<file path="config.mk">
export PLATFORM = sky130hd
export DESIGN_NAME = hazard_stall_ctrl
export DESIGN_NICKNAME = d
export VERILOG_FILES = /design/src/rtl/hazard_stall_ctrl.sv
export SDC_FILE = /design/constraint.sdc
export NUM_CORES = 1
export LEC_CHECK = 0
export ABC_AREA = 0
export CAP_MARGIN = 10
export CORE_UTILIZATION = 39
export DETAILED_ROUTE_END_ITERATION = 8
export PLACE_DENSITY = 0.87
export SKIP_LAST_GASP = 1
export SYNTH_ARGS = -nofsm -noshare
export SYNTH_HDL_FRONTEND = slang
export SYNTH_SLANG_ARGS = --single-unit
</file>
<file path="constraint.sdc">
create_clock -name clk -period 3.3 [get_ports clk]
set_input_delay 0.495 -clock clk [delete_from_list [all_inputs] [get_ports clk]]
set_output_delay 0.495 -clock clk [all_outputs]
set_load 0.01 [all_outputs]
</file>
<file path="src/rtl/hazard_stall_ctrl.sv">
`timescale 1ns/1ps
// ---------------------------------------------------------------------------
// hazard_stall_ctrl
//
// Purpose:
//   Pipeline sequencer that works alongside the EX-stage forwarding unit. It
//   covers the hazards that forwarding cannot resolve:
//     - load-use,
//     - operand dependencies of a compare branch resolved in ID,
//     - HI/LO accesses while the multi-cycle multiply/divide unit is busy.
//   It freezes PC and IF/ID, injects ID/EX bubbles, and flushes IF/ID on a
//   taken branch.
//
// Parameters:
//   MDU_LAT  cycles from mdu_start to MDU result valid (2..15)
//   REG_W    register-specifier width
//
// Ports:
//   clk, rst_n       rising-edge clock, asynchronous active-low reset
//   rs_id, rt_id     ID-stage source registers
//   id_uses_rt       ID instruction reads rt as a source
//   id_branch        ID instruction is beq/bne, resolved in ID
//   id_uses_hilo     ID instruction is mfhi/mflo/mult/div
//   branch_taken     ID branch comparator result (meaningful with id_branch)
//   ex_reg_write     EX instruction writes the register file
//   ex_mem_read      EX instruction is a load
//   ex_rd            EX destination register
//   mem_mem_read     MEM instruction is a load
//   mem_rd           MEM destination register
//   mdu_start        mult/div issuing in EX this cycle
//   pc_write         1 = PC may update
//   ifid_write       1 = IF/ID may load
//   idex_bubble      1 = zero the control fields entering ID/EX
//   ifid_flush       1 = IF/ID loads a NOP (taken branch)
//   mdu_busy         MDU result pending
//   stall_cycles     running count of stalled cycles (saturating)
//
// Configuration:
//   STALL_STATS_EN   when defined, stall_cycles counts every clock with
//                    pc_write low and saturates at all-ones; otherwise
//                    stall_cycles is tied to zero.
// ---------------------------------------------------------------------------
module hazard_stall_ctrl #(
    parameter int MDU_LAT = 8,
    parameter int REG_W   = 5
) (
    input  logic             clk,
    input  logic             rst_n,
    input  logic [REG_W-1:0] rs_id,
    input  logic [REG_W-1:0] rt_id,
    input  logic             id_uses_rt,
    input  logic             id_branch,
    input  logic             id_uses_hilo,
    input  logic             branch_taken,
    input  logic             ex_reg_write,
    input  logic             ex_mem_read,
    input  logic [REG_W-1:0] ex_rd,
    input  logic             mem_mem_read,
    input  logic [REG_W-1:0] mem_rd,
    input  logic             mdu_start,
    output logic             pc_write,
    output logic             ifid_write,
    output logic             idex_bubble,
    output logic             ifid_flush,
    output logic             mdu_busy,
    output logic [31:0]      stall_cycles
);

    typedef enum logic [1:0] {
        RUN      = 2'd0,
        STALL    = 2'd1,
        MDU_WAIT = 2'd2
    } state_t;

    localparam logic [3:0] MDU_LAT_C = 4'(MDU_LAT);

    state_t     state_q, state_d;
    logic [1:0] stall_cnt_q, stall_cnt_d;
    logic [3:0] mdu_cnt_q, mdu_cnt_d;

    logic ex_match, mem_match;
    logic load_use, br_ex_alu, br_ex_load, br_mem_load;
    logic reg_hazard, mdu_pending, mdu_hazard;
    logic stall, flush;

    // A producer only matters if it targets a real register ($0 never
    // creates a hazard) and the ID instruction actually reads that register.
    assign ex_match  = (ex_rd != '0) &&
                       ((rs_id == ex_rd) || (id_uses_rt && (rt_id == ex_rd)));
    assign mem_match = (mem_rd != '0) &&
                       ((rs_id == mem_rd) || (id_uses_rt && (rt_id == mem_rd)));

    // Branches compare in ID, so even ALU results in EX and loads in MEM are
    // too late to forward to them; ordinary instructions only trip on a load
    // sitting in EX.
    assign load_use    = ex_mem_read && ex_match;
    assign br_ex_alu   = id_branch && ex_reg_write && !ex_mem_read && ex_match;
    assign br_ex_load  = id_branch && ex_mem_read && ex_match;
    assign br_mem_load = id_branch && mem_mem_read && mem_match;
    assign reg_hazard  = load_use || br_ex_alu || br_ex_load || br_mem_load;

    // mdu_start counts as busy in its own cycle so a HI/LO reader sitting
    // right behind the issuing mult/div is caught immediately.
    assign mdu_pending = (mdu_cnt_q != '0) || mdu_start;
    assign mdu_hazard  = id_uses_hilo && mdu_pending;

    // Next-state and stall/flush decode. Only a branch behind a load in EX
    // needs more than the detect cycle; that extra cycle is served by STALL,
    // which deliberately ignores the hazard inputs. MDU hazards take
    // precedence over register hazards, and any stall suppresses the flush.
    always_comb begin
        state_d     = state_q;
        stall_cnt_d = stall_cnt_q;
        stall       = 1'b0;
        flush       = 1'b0;
        case (state_q)
            RUN: begin
                if (mdu_hazard) begin
                    stall   = 1'b1;
                    state_d = MDU_WAIT;
                end else if (reg_hazard) begin
                    stall = 1'b1;
                    if (br_ex_load) begin
                        stall_cnt_d = 2'd1;
                        state_d     = STALL;
                    end
                end else if (id_branch && branch_taken) begin
                    flush = 1'b1;
                end
            end
            STALL: begin
                if (stall_cnt_q != '0) begin
                    stall       = 1'b1;
                    stall_cnt_d = stall_cnt_q - 2'd1;
                end
                if (stall_cnt_q <= 2'd1) begin
                    state_d = RUN;
                end
            end
            MDU_WAIT: begin
                stall = mdu_pending;
                if (!mdu_pending) begin
                    state_d = RUN;
                end
            end
            default: begin
                state_d     = RUN;
                stall_cnt_d = '0;
            end
        endcase
    end

    // MDU latency counter; a new mdu_start while busy restarts the count.
    always_comb begin
        mdu_cnt_d = mdu_cnt_q;
        if (mdu_start) begin
            mdu_cnt_d = MDU_LAT_C;
        end else if (mdu_cnt_q != '0) begin
            mdu_cnt_d = mdu_cnt_q - 4'd1;
        end
    end

    // Sequencer state and counters; reset aborts any stall in progress.
    always_ff @(posedge clk or negedge rst_n) begin
        if (!rst_n) begin
            state_q     <= RUN;
            stall_cnt_q <= '0;
            mdu_cnt_q   <= '0;
        end else begin
            state_q     <= state_d;
            stall_cnt_q <= stall_cnt_d;
            mdu_cnt_q   <= mdu_cnt_d;
        end
    end

    // The outputs are combinational, so they are qualified with rst_n to
    // show their reset values for the whole reset pulse regardless of what
    // the pipeline inputs are doing.
    assign pc_write    = !(stall && rst_n);
    assign ifid_write  = !(stall && rst_n);
    assign idex_bubble = stall && rst_n;
    assign ifid_flush  = flush && rst_n;
    assign mdu_busy    = mdu_pending && rst_n;

`ifdef STALL_STATS_EN
    logic [31:0] stall_cycles_q, stall_cycles_d;

    // Saturating count of clocks on which the PC was held.
    always_comb begin
        stall_cycles_d = stall_cycles_q;
        if (!pc_write && (stall_cycles_q != 32'hFFFF_FFFF)) begin
            stall_cycles_d = stall_cycles_q + 32'd1;
        end
    end

    always_ff @(posedge clk or negedge rst_n) begin
        if (!rst_n) begin
            stall_cycles_q <= '0;
        end else begin
            stall_cycles_q <= stall_cycles_d;
        end
    end

    assign stall_cycles = stall_cycles_q;
`else
    assign stall_cycles = 32'd0;
`endif

endmodule

</file>
### After elaboration in Yosys (flattened, before gate mapping)

Index checks and enable logic that the tools add are counted.

| word-level totals | value |
|---|---|
| register bits | 8 |

| operators by class | value |
|---|---|
| reductions and logical operators | 33 |
| bitwise gates (word level) | 1 |
| equal/unequal tests | 14 |
| $lt $le $gt $ge | 1 |
| add/subtract/negate cells | 2 |
| muxes and demuxes | 19 |

Operators by type and width:

| kind | number |
|---|---|
| 5-bit equality test | 4 |
| 1-bit logical AND | 17 |
| 2-bit 2-to-1 mux | 7 |
| 2-bit != test, second input constant | 6 |
| 2-bit one-hot mux with 3 select lines | 2 |
| 5-bit nonzero test | 2 |
| 4-bit 2-to-1 mux | 2 |
| 1-bit 2-to-1 mux | 7 |
| 1-bit logical OR | 6 |
| 3-bit != test, second input constant | 2 |
| 5-bit AND reduction | 1 |
| 4-bit AND reduction | 1 |
| 2-bit nonzero test | 2 |
| 4-bit nonzero test | 1 |
| 4-bit by 1-bit subtractor with 4-bit output, second input constant | 1 |
| 1-bit one-hot mux with 3 select lines | 1 |
| 2-bit by 1-bit equality test with 1-bit output, second input constant | 1 |
| 2-bit equality test, second input constant | 1 |
| 2-bit by 1-bit <= comparator with 1-bit output, second input constant | 1 |
| 1-bit zero test | 2 |
| 2-bit zero test | 1 |
| 2-bit by 1-bit subtractor with 2-bit output, second input constant | 1 |
| 1-bit inverter | 1 |

### Depth between registers and ports, before layout

| logic depth | value |
|---|---|
| depth in word-level cells | 13 |
| depth in mapped cells | 7 |
| depth with buffers taken out | 7 |

### Worst setup path before layout

No wires, ideal clock.

| path | value |
|---|---|
| path kind | input port to output port |
| from | input port ex_rd[2] |
| to | output port pc_write |
| data required time | 2805 ps |
| arrival | 1789 ps |
| cell stages on the path | 6 |
| buffers on the path | 1 |
| slack | 1016 ps |
| path through | xor2_1 nor4_1 a32oi_1 o32a_1 o21a_1 buf_4 |

| between the ends | value |
|---|---|
| word-level cells in the longest chain between the ends | 13 |

Ends and longest elaborated chain:

| what | line | source |
|---|---|---|
| start, declared | 57 | `input logic [REG_W-1:0] ex_rd,` |
| 5-bit equality test | 89 | `((rs_id == ex_rd) \|\| (id_uses_rt && (rt_id == ex_rd)));` |
| 1-bit logical AND | 89 |  |
| 1-bit logical OR | 89 |  |
| 1-bit logical AND (*) | 88 | `assign ex_match = (ex_rd != '0) &&` |
| 1-bit logical AND, on equally long branches | 96, 97 |  |
| 1-bit logical OR | 100 | `assign reg_hazard = load_use \|\| br_ex_alu \|\| br_ex_load \|\| br_mem_load;` |
| 1-bit logical OR (*) (2 in a row) | 100 |  |
| 1-bit 2-to-1 mux (*) | 121 | `end else if (reg_hazard) begin` |
| 1-bit 2-to-1 mux (*) | 118 | `if (mdu_hazard) begin` |
| 1-bit one-hot mux with 3 select lines (*) | 116 | `case (state_q)` |
| 1-bit logical AND (*) | -- |  |
| 1-bit zero test (*) | -- |  |
| end, declared | 61 | `output logic pc_write,` |

Every way passes the cells marked *; elsewhere a longest branch is shown, timed or not.

### Final worst setup path

| path | value |
|---|---|
| from | input port ex_rd[2] |
| to | output port pc_write |

| between the ends | value |
|---|---|
| word-level cells in the longest chain between the ends | 13 |

Ends and longest elaborated chain:

| what | line | source |
|---|---|---|
| 5-bit equality test | 89 |  |
| 1-bit logical AND | 89 |  |
| 1-bit logical OR | 89 |  |
| 1-bit logical AND (*) | 88 |  |
| 1-bit logical AND, on equally long branches | 96, 97 |  |
| 1-bit logical OR | 100 |  |
| 1-bit logical OR (*) (2 in a row) | 100 |  |
| 1-bit 2-to-1 mux (*) | 121 |  |
| 1-bit 2-to-1 mux (*) | 118 |  |
| 1-bit one-hot mux with 3 select lines (*) | 116 |  |
| 1-bit logical AND (*) | 179 | `assign pc_write = !(stall && rst_n);` |
| 1-bit zero test (*) | 179 |  |

Marks and branches as above.

==> results_dict.tcl <==
set metrics [dict create \
    setup_viol 0 \
    drt_first_pass_iters 4 \
    synth_edf_count 0 \
    cts_max_path_buffers 2 \
    ios 67 \
    setup_tns_ns 0 \
    worstPathArrival_ns 2.73 \
    total_leakage_power_nw 0.5845 \
    io_buffers 34 \
    met3_length_um 138 \
    first_global_vias 842 \
    synthTopCellsByArea "buf_4 (25%), dfrtp_1 (20%), xor2_1 (16%)" \
    wire_per_inst_um 12.01 \
    fp.dieH_um 52.66 \
    syn_area_mm2 0.001001 \
    finalMaxSlewViolations 0 \
    fin_nets 192 \
    start_util_pct 43.17 \
    cts_tree "built" \
    gp_congestion 0.6680 \
    place_area_mm2 0.001260 \
    top_layer_used "met4" \
    p_per_area_mw_per_mm2 325.7 \
    period_minus_slack_ns 3.222 \
    drt-met1-wl_um 845 \
    critPathLaunchType "primary input" \
    critPathKind "primary input to output pin" \
    cts_resized 0 \
    synth_cells 120 \
    synth_top_area_share_pct 24.75 \
    synthArstFlopShare_pct 100.0 \
    critPathMaxFanout 3 \
    drtIter0Drc 5 \
    clock_skew_ns 0.0003065 \
    cts_buffers 3 \
    fin_area_mm2 0.001299 \
    clk_latency_ns 0.25 \
    critPathRequiredTime_ns 2.80 \
    cts_hold_buffers 0 \
    grt_pass1_wl_um 3284 \
    yosysSeqAreaShare_pct 20.00 \
    wirelength_um 2222 \
    synth_seq_cells 8 \
    maxCapViolCount 0 \
    hp-class "primary input to async pin" \
    h-tree-depth 1 \
    grt_max_degree 9 \
    endpoint_kind "output pin" \
    overflow 0 \
    clk_pin_slew_worst_paths_ns 0.05 \
    avgViaCountPerCell 4.643 \
    stdcell_count 185 \
    timing.final.crit_share_pct 97.63 \
    cts_setup_buffers 0 \
    synth_common_cells "buf_4 (33), xor2_1 (18), dfrtp_1 (8), nor2_1 (8)" \
    ctsRootBufferMaster "clkbuf_4" \
    dp_cells 182 \
    dp_hpwl_um 1905 \
    clock-sinks 8 \
    timing.fmax_mhz 310.4 \
    yosysTopAreaCell "buf_4" \
    max-vdd-ir-drop_mv 0.2583 \
    synth.most_common_cell "buf_4" \
    ys_warn_count 0 \
    synth_cell_types 30 \
    drive_gt1_share_pct 5.096 \
    num_rows 17 \
    antenna_left 0 \
    synth_area_per_cell_um2 8.341 \
    area_delta_synth_final_pct 29.75 \
    grt_use_total_pct 16.09 \
    drc 0 \
    wl_met2_um 1221 \
    fp.dieW_um 52.66 \
    core_mm2 0.002318 \
    insertedDiodeCount 0 \
    vias 859 \
    rsz0062_at_grt "true" \
    antenna_found_initial 0 \
    outcome "finished clean" \
    die_area_mm2 0.002773 \
    hold_violations 0 \
    synth_ff_type "dfrtp_1" \
]
area by class of cell:
type                            instances  area, um2
Tap cell                               28      35.03
Sequential cell                         8      200.2
Multi-Input combinational cell        105      664.4
Fill cell                             226       1020
Clock buffer                            3      22.52
Timing Repair Buffer                   36      357.8
Inverter                                5      18.77
critical path, cell delays in order:
cell and delay [ns]:
clkdlybuf4s50_1 0.47, xor2_1 0.20, nor4_2 0.35, a32oi_2 0.19, o32a_1 0.35, o21a_1 0.19
clkdlybuf4s50_1 0.48
state kept, by name, summed over array words and instances, names as in the netlist:
| register | cells |
|---|---|
| mdu_cnt_q | 4 |
| stall_cnt_q | 2 |
| state_q | 2 |
worst paths after layout:
kind | start | to | slack [ns] | cells after the start
max reg2reg | mdu_cnt_q[0]$_DFFE_PN0N_ | state_q[0]$_DFFE_PN0P_ | 1.44 | 8
max in group asynchronous | rst_n | stall_cnt_q[0]$_DFFE_PN0P_ | 2.44 | 2
min in group clk | mdu_cnt_q[1]$_DFFE_PN0N_ | mdu_cnt_q[1]$_DFFE_PN0N_ | 0.51 | 2
max | ex_rd[2] | pc_write | 0.08 | 7
min reg2reg | mdu_cnt_q[1]$_DFFE_PN0N_ | mdu_cnt_q[1]$_DFFE_PN0N_ | 0.51 | 2
min | rst_n | mdu_cnt_q[2]$_DFFE_PN0N_ | 0.49 | 1
metal layers:
| metal | GRT usage (%) | up-vias |
|---|---|---|
| met5 | 0 | - |
| met4 | 5.263 | 0 |
| met3 | 2.029 | 2 |
| met2 | 35.23 | 38 |
| met1 | 14.21 | 397 |
| li1 | - | 422 |
layout by cell type (no fill, tap or decap), types with 3 or more instances in the layout:
cell / n
dfrtp_1: 8
a21oi_1: 4
xor2_1: 18
nor2_1: 8
clkdlybuf4s50_1: 33
ha_1: 3
inv_1: 5
clkbuf_4: 3
conb_1: 32
nor3_1: 5
nand2b_1: 3
cell families after synthesis:
family,synth area share [%]
buffers and inverters,26.63
and+or+nand+nor,18.50
xor gates and xnor gates,17.50
AOI/OAI and AO/OA,13.25
DFF,20.00
adders and majority gates,3.750
other,0.3746
stage by stage:
stage / worst slack [ns] / power, mW / hold slack [ns] / utilization (%)
after global routing: -0.004306 / 0.4553 / 0.5002 / 56.02
after CTS: 0.01093 / 0.4253 / 0.4926 / 55.32
after floorplan: 1.016 / 0.2912 / 0.1994 / -
after global placement: 0.1119 / 0.3397 / 0.4805 / 54.34
after detailed placement: 0.01658 / 0.3511 / 0.5048 / 54.34
final: 0.07811 / 0.4230 / 0.4909 / 56.02
power breakdown:
group	leakage [nW]	switching, mW	internal (mW)
combinational	0.474	0.0988	0.107
clock	0.0138	0.0310	0.0415
sequential	0.0970	0.0238	0.121
total	0.585	0.154	0.269
Power figures use the tool's default switching activity.
